## src/rtl/fpu_issue_if.sv

```systemverilog
// Handshake bundle around fpu_issue: decode request, FPU issue/result,
// register-file writeback and status. The block itself uses the slave view,
// the surrounding pipeline (or a bench) uses the master view.
interface fpu_issue_if #(
    parameter int RD_W = 5
);
    // decode request
    logic            req_valid;
    logic            req_ready;
    logic [2:0]      req_op;
    logic [2:0]      req_subop;
    logic [31:0]     req_a;
    logic [31:0]     req_b;
    logic [RD_W-1:0] req_rd;

    // FPU side
    logic            fpu_in_valid;
    logic [2:0]      fpu_operator;
    logic [2:0]      fpu_subop;
    logic [31:0]     fpu_a;
    logic [31:0]     fpu_b;
    logic            fpu_result_valid;
    logic [31:0]     fpu_c;

    // writeback and status
    logic            wb_valid;
    logic [RD_W-1:0] wb_rd;
    logic            wb_int;
    logic [31:0]     wb_data;
    logic            busy;
    logic            err_timeout;
    logic            err_illegal;

    modport slave (
        input  req_valid, req_op, req_subop, req_a, req_b, req_rd,
        input  fpu_result_valid, fpu_c,
        output req_ready, fpu_in_valid, fpu_operator, fpu_subop, fpu_a, fpu_b,
        output wb_valid, wb_rd, wb_int, wb_data, busy, err_timeout, err_illegal
    );

    modport master (
        output req_valid, req_op, req_subop, req_a, req_b, req_rd,
        output fpu_result_valid, fpu_c,
        input  req_ready, fpu_in_valid, fpu_operator, fpu_subop, fpu_a, fpu_b,
        input  wb_valid, wb_rd, wb_int, wb_data, busy, err_timeout, err_illegal
    );
endinterface

```

## src/rtl/fpu_issue.sv

```systemverilog
// Issue/completion sequencer in front of the FPU dispatcher.
// Takes one operation from decode, fires a single-cycle start pulse to the
// FPU while holding operator/operands steady, and turns the FPU result pulse
// (or a timeout / illegal opcode) into a one-cycle register-file writeback.
// Operator and operands only move on acceptance because the FPU clears its
// per-operator valid keyed on the operator it currently sees.
module fpu_issue #(
    parameter int TIMEOUT = 256,
    parameter int RD_W    = 5
) (
    input  logic       aclk,
    input  logic       aresetn,
    fpu_issue_if.slave bus
);

    localparam int CNT_W = $clog2(TIMEOUT);

    localparam logic [CNT_W-1:0] CNT_LAST = CNT_W'(TIMEOUT - 1);
    localparam logic [CNT_W-1:0] CNT_ONE  = CNT_W'(1);
    localparam logic [2:0]       OP_CMP   = 3'd5;
    localparam logic [2:0]       OP_ILL   = 3'd7;
    localparam logic [31:0]      QNAN     = 32'h7FC0_0000;

    typedef enum logic [1:0] {
        ST_IDLE  = 2'd0,
        ST_ISSUE = 2'd1,
        ST_WAIT  = 2'd2,
        ST_ERR   = 2'd3
    } state_t;

    // opcode 7 has no FPU operator behind it
    function automatic logic is_illegal_op(input logic [2:0] op);
        return (op == OP_ILL);
    endfunction

    // only comparisons produce an integer-register result
    function automatic logic writes_int_rf(input logic [2:0] op);
        return (op == OP_CMP);
    endfunction

    state_t          state_r;
    logic [CNT_W-1:0] cnt_r;
    logic [2:0]      op_r;
    logic [2:0]      subop_r;
    logic [31:0]     a_r;
    logic [31:0]     b_r;
    logic [RD_W-1:0] rd_r;
    logic            fpu_in_valid_r;
    logic            req_ready_r;
    logic            busy_r;
    logic            wb_valid_r;
    logic            wb_int_r;
    logic [31:0]     wb_data_r;
    logic            err_timeout_r;
    logic            err_illegal_r;

    // Sequencer: state, holding registers, writeback and sticky flags
    always_ff @(posedge aclk) begin
        if (!aresetn) begin
            state_r        <= ST_IDLE;
            cnt_r          <= '0;
            op_r           <= 3'd0;
            subop_r        <= 3'd0;
            a_r            <= 32'd0;
            b_r            <= 32'd0;
            rd_r           <= '0;
            fpu_in_valid_r <= 1'b0;
            req_ready_r    <= 1'b1;
            busy_r         <= 1'b0;
            wb_valid_r     <= 1'b0;
            wb_int_r       <= 1'b0;
            wb_data_r      <= 32'd0;
            err_timeout_r  <= 1'b0;
            err_illegal_r  <= 1'b0;
        end else begin
            // strobes are single-cycle unless re-asserted below
            fpu_in_valid_r <= 1'b0;
            wb_valid_r     <= 1'b0;
            case (state_r)
                ST_IDLE: begin
                    if (bus.req_valid) begin
                        rd_r        <= bus.req_rd;
                        req_ready_r <= 1'b0;
                        busy_r      <= 1'b1;
                        if (is_illegal_op(bus.req_op)) begin
                            // FPU-side registers stay untouched
                            state_r <= ST_ERR;
                        end else begin
                            op_r           <= bus.req_op;
                            subop_r        <= bus.req_subop;
                            a_r            <= bus.req_a;
                            b_r            <= bus.req_b;
                            fpu_in_valid_r <= 1'b1;
                            state_r        <= ST_ISSUE;
                        end
                    end else begin
                        state_r <= ST_IDLE;
                    end
                end
                ST_ISSUE: begin
                    // start pulse is visible this cycle; a result now is ignored
                    cnt_r   <= '0;
                    state_r <= ST_WAIT;
                end
                ST_WAIT: begin
                    if (bus.fpu_result_valid) begin
                        // a result always beats a coincident timeout
                        wb_data_r   <= bus.fpu_c;
                        wb_int_r    <= writes_int_rf(op_r);
                        wb_valid_r  <= 1'b1;
                        req_ready_r <= 1'b1;
                        busy_r      <= 1'b0;
                        state_r     <= ST_IDLE;
                    end else if (cnt_r == CNT_LAST) begin
                        wb_data_r     <= QNAN;
                        wb_int_r      <= writes_int_rf(op_r);
                        wb_valid_r    <= 1'b1;
                        err_timeout_r <= 1'b1;
                        req_ready_r   <= 1'b1;
                        busy_r        <= 1'b0;
                        state_r       <= ST_IDLE;
                    end else begin
                        cnt_r   <= cnt_r + CNT_ONE;
                        state_r <= ST_WAIT;
                    end
                end
                ST_ERR: begin
                    // illegal op writes a quiet NaN to the FP file
                    wb_data_r     <= QNAN;
                    wb_int_r      <= 1'b0;
                    wb_valid_r    <= 1'b1;
                    err_illegal_r <= 1'b1;
                    req_ready_r   <= 1'b1;
                    busy_r        <= 1'b0;
                    state_r       <= ST_IDLE;
                end
                default: begin
                    req_ready_r <= 1'b1;
                    busy_r      <= 1'b0;
                    state_r     <= ST_IDLE;
                end
            endcase
        end
    end

    assign bus.req_ready    = req_ready_r;
    assign bus.busy         = busy_r;
    assign bus.fpu_in_valid = fpu_in_valid_r;
    assign bus.fpu_operator = op_r;
    assign bus.fpu_subop    = subop_r;
    assign bus.fpu_a        = a_r;
    assign bus.fpu_b        = b_r;
    assign bus.wb_valid     = wb_valid_r;
    assign bus.wb_rd        = rd_r;
    assign bus.wb_int       = wb_int_r;
    assign bus.wb_data      = wb_data_r;
    assign bus.err_timeout  = err_timeout_r;
    assign bus.err_illegal  = err_illegal_r;

endmodule

```

## src/flat_wrapper.sv

```systemverilog
// flat-port wrapper written by rule: the top's interface ports become plain ports
module fpu_issue_flat 
#(
    parameter int TIMEOUT = 256,
    parameter int RD_W    = 5
)
  (aclk, aresetn, bus_req_valid, bus_req_op, bus_req_subop, bus_req_a, bus_req_b, bus_req_rd, bus_fpu_result_valid, bus_fpu_c, bus_req_ready, bus_fpu_in_valid, bus_fpu_operator, bus_fpu_subop, bus_fpu_a, bus_fpu_b, bus_wb_valid, bus_wb_rd, bus_wb_int, bus_wb_data, bus_busy, bus_err_timeout, bus_err_illegal);
  fpu_issue_if #(.RD_W(RD_W)) bus_i ();
  input  logic aclk;
  input  logic aresetn;
  input wire logic [$bits(bus_i.req_valid)-1:0] bus_req_valid;
  input wire logic [$bits(bus_i.req_op)-1:0] bus_req_op;
  input wire logic [$bits(bus_i.req_subop)-1:0] bus_req_subop;
  input wire logic [$bits(bus_i.req_a)-1:0] bus_req_a;
  input wire logic [$bits(bus_i.req_b)-1:0] bus_req_b;
  input wire logic [$bits(bus_i.req_rd)-1:0] bus_req_rd;
  input wire logic [$bits(bus_i.fpu_result_valid)-1:0] bus_fpu_result_valid;
  input wire logic [$bits(bus_i.fpu_c)-1:0] bus_fpu_c;
  output wire logic [$bits(bus_i.req_ready)-1:0] bus_req_ready;
  output wire logic [$bits(bus_i.fpu_in_valid)-1:0] bus_fpu_in_valid;
  output wire logic [$bits(bus_i.fpu_operator)-1:0] bus_fpu_operator;
  output wire logic [$bits(bus_i.fpu_subop)-1:0] bus_fpu_subop;
  output wire logic [$bits(bus_i.fpu_a)-1:0] bus_fpu_a;
  output wire logic [$bits(bus_i.fpu_b)-1:0] bus_fpu_b;
  output wire logic [$bits(bus_i.wb_valid)-1:0] bus_wb_valid;
  output wire logic [$bits(bus_i.wb_rd)-1:0] bus_wb_rd;
  output wire logic [$bits(bus_i.wb_int)-1:0] bus_wb_int;
  output wire logic [$bits(bus_i.wb_data)-1:0] bus_wb_data;
  output wire logic [$bits(bus_i.busy)-1:0] bus_busy;
  output wire logic [$bits(bus_i.err_timeout)-1:0] bus_err_timeout;
  output wire logic [$bits(bus_i.err_illegal)-1:0] bus_err_illegal;
  assign bus_i.req_valid = bus_req_valid;
  assign bus_i.req_op = bus_req_op;
  assign bus_i.req_subop = bus_req_subop;
  assign bus_i.req_a = bus_req_a;
  assign bus_i.req_b = bus_req_b;
  assign bus_i.req_rd = bus_req_rd;
  assign bus_i.fpu_result_valid = bus_fpu_result_valid;
  assign bus_i.fpu_c = bus_fpu_c;
  assign bus_req_ready = bus_i.req_ready;
  assign bus_fpu_in_valid = bus_i.fpu_in_valid;
  assign bus_fpu_operator = bus_i.fpu_operator;
  assign bus_fpu_subop = bus_i.fpu_subop;
  assign bus_fpu_a = bus_i.fpu_a;
  assign bus_fpu_b = bus_i.fpu_b;
  assign bus_wb_valid = bus_i.wb_valid;
  assign bus_wb_rd = bus_i.wb_rd;
  assign bus_wb_int = bus_i.wb_int;
  assign bus_wb_data = bus_i.wb_data;
  assign bus_busy = bus_i.busy;
  assign bus_err_timeout = bus_i.err_timeout;
  assign bus_err_illegal = bus_i.err_illegal;
  fpu_issue #(.TIMEOUT(TIMEOUT), .RD_W(RD_W)) u_core (.aclk(aclk), .aresetn(aresetn), .bus(bus_i));
endmodule
```

## config.mk

```make
export PLATFORM = sky130hd
export DESIGN_NAME = fpu_issue_flat
export DESIGN_NICKNAME = d
export VERILOG_FILES = /design/src/rtl/fpu_issue_if.sv /design/src/rtl/fpu_issue.sv /design/src/flat_wrapper.sv
export SDC_FILE = /design/constraint.sdc
export NUM_CORES = 1
export LEC_CHECK = 0
export CAP_MARGIN = 20
export CORE_ASPECT_RATIO = 0.6
export CORE_UTILIZATION = 36
export DETAILED_ROUTE_END_ITERATION = 10
export PLACE_DENSITY = 0.71
export SLEW_MARGIN = 0
export SYNTH_ARGS = -nofsm -noshare
export SYNTH_HDL_FRONTEND = slang
export SYNTH_SLANG_ARGS = --single-unit
export TNS_END_PERCENT = 100
```

## constraint.sdc

```tcl
create_clock -name aclk -period 2.25 [get_ports aclk]
set_clock_uncertainty 0.15 [all_clocks]
set_input_delay 0.225 -clock aclk [delete_from_list [all_inputs] [get_ports aclk]]
set_output_delay 0.225 -clock aclk [all_outputs]
set_load 0.02 [all_outputs]
```

# Word-level counts from Yosys, hierarchy flattened

Cells that the tools add are included.

Word-level logic and storage cells: 65
Flip-flop bits (word level): 124
Output and inout bits: 114

Multiplexer cells: 26
$add $sub $neg: 1
Equal/unequal tests: 10
Reductions and logical operators: 11
Bitwise logic cells: 2

Operators by type and width:

| kind                                                 | number |
|---|---|
| two-way mux 32 bit                                   | 2 |
| case mux 32 bit (2 select lines)                     | 1 |
| two-way mux 8 bit                                    | 2 |
| case mux 8 bit (2 select lines)                      | 1 |
| AND reduction 3 bit                                  | 5 |
| two-way mux 1 bit                                    | 11 |
| adder 8 x 1 -> 8 bit (second input constant)         | 1 |
| equality test 8 bit (second input constant)          | 1 |
| two-way mux 2 bit                                    | 4 |
| case mux 2 bit (4 select lines)                      | 1 |
| equality test 3 bit (second input constant)          | 2 |
| != test 2 bit (second input constant)                | 3 |
| case mux 1 bit (3 select lines)                      | 2 |
| equality test 2 bit (second input constant)          | 2 |
| case mux 1 bit (2 select lines)                      | 2 |
| AND reduction 2 bit                                  | 2 |
| nonzero test 2 bit                                   | 2 |
| != test 3 x 2 -> 1 bit (second input constant)       | 1 |
| nonzero test 3 bit                                   | 1 |
| equality test 2 x 1 -> 1 bit (second input constant) | 1 |
| logical NOT 2 bit                                    | 1 |
| NOT 1 bit                                            | 2 |

# Longest topological paths before layout

Word-level depth: 4
Gate-level depth with buffers: 7
Depth with buffers taken out: 5

# Least setup slack after synthesis

Ideal clock, no wire load.

Kind: register to register
Start point: register u_core.cnt_r[0]
End point: register u_core.wb_data_r[22] (netlist: u_core.bus.wb_data[22])
Slack: 515 ps
Required time: 1981 ps
Stages on the path, launching flop included: 6
Arrival: 1467 ps
Clock period less this slack: 1735 ps
Setup time: 119 ps
Cells stage by stage: dfxtp_1 > ha_1 > and4_4 > a211oi_2 > nor2_2 > o221a_2

Cells in the longest elaborated chain, start to end: 3

RTL lines:

| what                             | line             | text |
|---|---|---|
| start: declaration               | fpu_issue.sv:42  | `logic [CNT_W-1:0] cnt_r;` |
| start signal: assignment         | fpu_issue.sv:123 | `cnt_r <= cnt_r + CNT_ONE;` |
| equality test 8 bit              | fpu_issue.sv:114 | `end else if (cnt_r == CNT_LAST) begin` |
| != test 3 x 2 -> 1 bit (no line) | n/a              |  |
| AND reduction 2 bit (no line)    | n/a              |  |
| end signal: assignment           | fpu_issue.sv:108 | `wb_data_r <= bus.fpu_c;` |
| end: declaration                 | fpu_issue.sv:53  | `logic [31:0] wb_data_r;` |

No other way between the ends.
A chain may end at the register's enable or synchronous reset.

# Final worst setup path

Start point: register u_core.cnt_r[0]
End point: register u_core.wb_data_r[5] (netlist: u_core.bus.wb_data[5])

The elaborated chain is that of the path after synthesis.

==> summary.txt <==
Outcome
  – Run status: finished, final reports clean

Finish
  – Filler cell count: 948
  – Area of the multi-input gates: 1730 um2
  – Most common cell after layout, fill and taps aside: clkdlybuf4s50_1
  – Layout cells sized above 1: 9.26%
  – Fin nets: 812
  – Area growth syn-to-layout: 68.1%
  – Most frequent cells in the layout: 224 x clkdlybuf4s50_1, 155 x nand2_1, 124 x dfxtp_1
  – N_diodes: 0
  – Fin area: 7370 um2
  – Reg area: 2480 um2
  – Final non-filler cell total: 873

STA
  – Endpoints failing setup: 0
  – Final period util: 87.6%
  – Max-slew violations: 0
  – Setup TNS: 0 ns
  – RSZ-0062 raised after global routing: false
  – Final Critical Period: 1.97 ns
  – FMAX: 507 MHz
  – Slew headroom: 66.5%
  – Fin. Hold Viols: 0
  – Least-Margin Pin Slew: 0.503 ns

Clock tree
  – Post-CTS Setup Repair Bufs: 0
  – CTS resizes: 0
  – H-tree depth: 4
  – CTS root buf: clkbuf_16
  – Hold_buf cts: 0
  – CTS Sinks: 124
  – Reg clk slew, reported paths: 0.06 ns
  – Clock tree from TritonCTS: yes
  – Skew-Pair Late Insertion Delay: 0.40 ns
  – Number of buffers created by CTS: 17
  – Clock buffer depth: 2

Run
  – Max-Cap Viols: 0

Floorplanning
  – Die H: 87.5 um
  – Total core area: 11600 um2
  – Initial Utilization: 37.9%
  – Row count: 30
  – Die area: 12600 um2
  – IO Pins: 225
  – Die width: 144 um

Worst setup path
  – CP Capture Type: flop
  – CP arrival: 2.16 ns
  – Crit Path Class: reg -> reg
  – Startpoint Class: flop
  – Required @ worst endpoint: 2.44 ns
  – Critical path peak fanout: 25

Pwr
  – Leakage: 2.71 nW
  – PD cells: 823 nW/um2
  – Max VDD drop: 0.583 mV

Synth
  – Synthesized instance count: 478
  – Post-synth ARST share: 0%
  – Post-synthesis sequential area ratio: 56.6%
  – Synth Register Bits: 124
  – Post-synth EDFFs: 0
  – Netlist cell types: 43
  – Mapped Area: 4380 um2
  – Synth Flop Type: dfxtp_1
  – Average size of a mapped cell: 9.17 um2
  – Syn. warnings: 0
  – Post-Syn Nets: 590

Global route
  – Vias in the first global route: 4177
  – All-Layer GR Usage: 21.4%
  – Initial antenna violation count: 0
  – Global-route wire length before repair: 20.7 mm
  – Pin count of the biggest net entering global routing: 48
  – Overflow after GRT: 0

Detailed routing
  – Routed WL: 13.6 mm
  – DRC Markers: 0
  – DR vias: 4221
  – Initial DRC count: 122
  – Final antenna-violating net count: 0
  – Drt pass-1 iters: 4
  – Vias/cell: 4.84
  – WL per Instance: 15.6 um

Hold path
  – Min-delay worst type: in -> reg

Placement
  – Port-buffer cells: 224
  – Dpl hpwl: 9.77 mm
  – GP Congestion: 0.798
  – Inst Count DP: 841
  – Placement Cell Area: 6760 um2
logic make-up after synthesis:
kind of cell / Yosys count / share of synthesized area, %
buffers and inverters: 33 / 3.94
adders and majority gates: 1 / 0.285
xor gates and xnor gates: 1 / 0.200
and+or+nand+nor: 189 / 18.4
DFF: 124 / 56.6
AOI/OAI and AO/OA: 130 / 20.6
cell type report:
cell class | count | area share (%)
Clock buffer | 22 | 6.30
Inverter | 2 | 0.102
Tap cell | 160 | 2.72
Sequential cell | 124 | 33.7
Multi-Input combinational cell | 321 | 23.5
Clock inverter | 10 | 1.90
Timing Repair Buffer | 234 | 31.8
power breakdown:
| part | switching (W) | internal, W |
|---|---|---|
| Clock | 0.000967 | 0.00180 |
| Combinational | 0.000441 | 0.000466 |
| Sequential | 0.0000688 | 0.00232 |
| Total | 0.00148 | 0.00458 |
worst max-delay path, stage by stage (launching register included):
cell and delay (ns):
dfxtp_1 0.35, ha_1 0.26, and4_4 0.24, a211oi_2 0.34
o21a_4 0.35, a22o_1 0.20
layer usage:
metal	wire length, um	up-vias	part of all wire [%]	GRT usage [%]
li1	-	2085	-	-
met1	5460	1969	40	23.0
met2	6510	151	48	37.0
met3	1480	16	11	9.95
met4	145	0	1.1	7.75
met5	0	-	0	0
through the flow:
step	util (%)	hold WS (ns)	setup slack, ns	power (W)
floorplan	-	0.208	0.515	0.00284
global placement	58.5	0.286	0.252	0.00332
detailed placement	58.5	0.291	0.185	0.00334
CTS	63.7	0.192	0.271	0.00612
global route	63.7	0.213	0.181	0.00629
finish	63.7	0.211	0.278	0.00606
synth_stat cells, drive strengths merged, types with 2 or more instances:
master	instances	area [um2]
nand4	2	12.5
buf	15	105
o221a	11	124
nand4b	2	17.5
nand3	8	40.0
and2	2	12.5
nor2	9	38.8
clkbuf	16	60.1
dfxtp	124	2480
a22o	23	201
nand2	157	592
a21oi	78	390
a311oi	2	23.8
o21a	3	30.0
o21ai	4	23.8
nor3b	2	37.5
nor3	2	10.0
inv	2	7.51
registers in the layout (all words and copies together) (netlist names):
signal,cells
u_core.bus.fpu_subop,3
u_core.bus.err_illegal,1
u_core.bus.fpu_operator,3
u_core.bus.wb_valid,1
u_core.bus.busy,1
u_core.bus.fpu_b,32
u_core.cnt_r,8
u_core.bus.wb_data,32
u_core.bus.fpu_in_valid,1
u_core.bus.fpu_a,32
u_core.bus.wb_rd,5
u_core.state_r,2
u_core.bus.wb_int,1
u_core.bus.err_timeout,1
u_core.bus.req_ready,1
final timing paths:
kind / from / to / slack, ns / depth (start not counted)
worst max-delay path: u_core.cnt_r[0] / u_core.bus.wb_data[5] / 0.28 / 5
worst min register to register: u_core.bus.wb_int / u_core.bus.wb_int / 0.29 / 2
worst min-delay path: bus_req_b[13] / u_core.bus.fpu_b[13] / 0.21 / 3
worst max register to register: u_core.cnt_r[0] / u_core.bus.wb_data[5] / 0.28 / 5
Power figures use the tool's default switching activity.
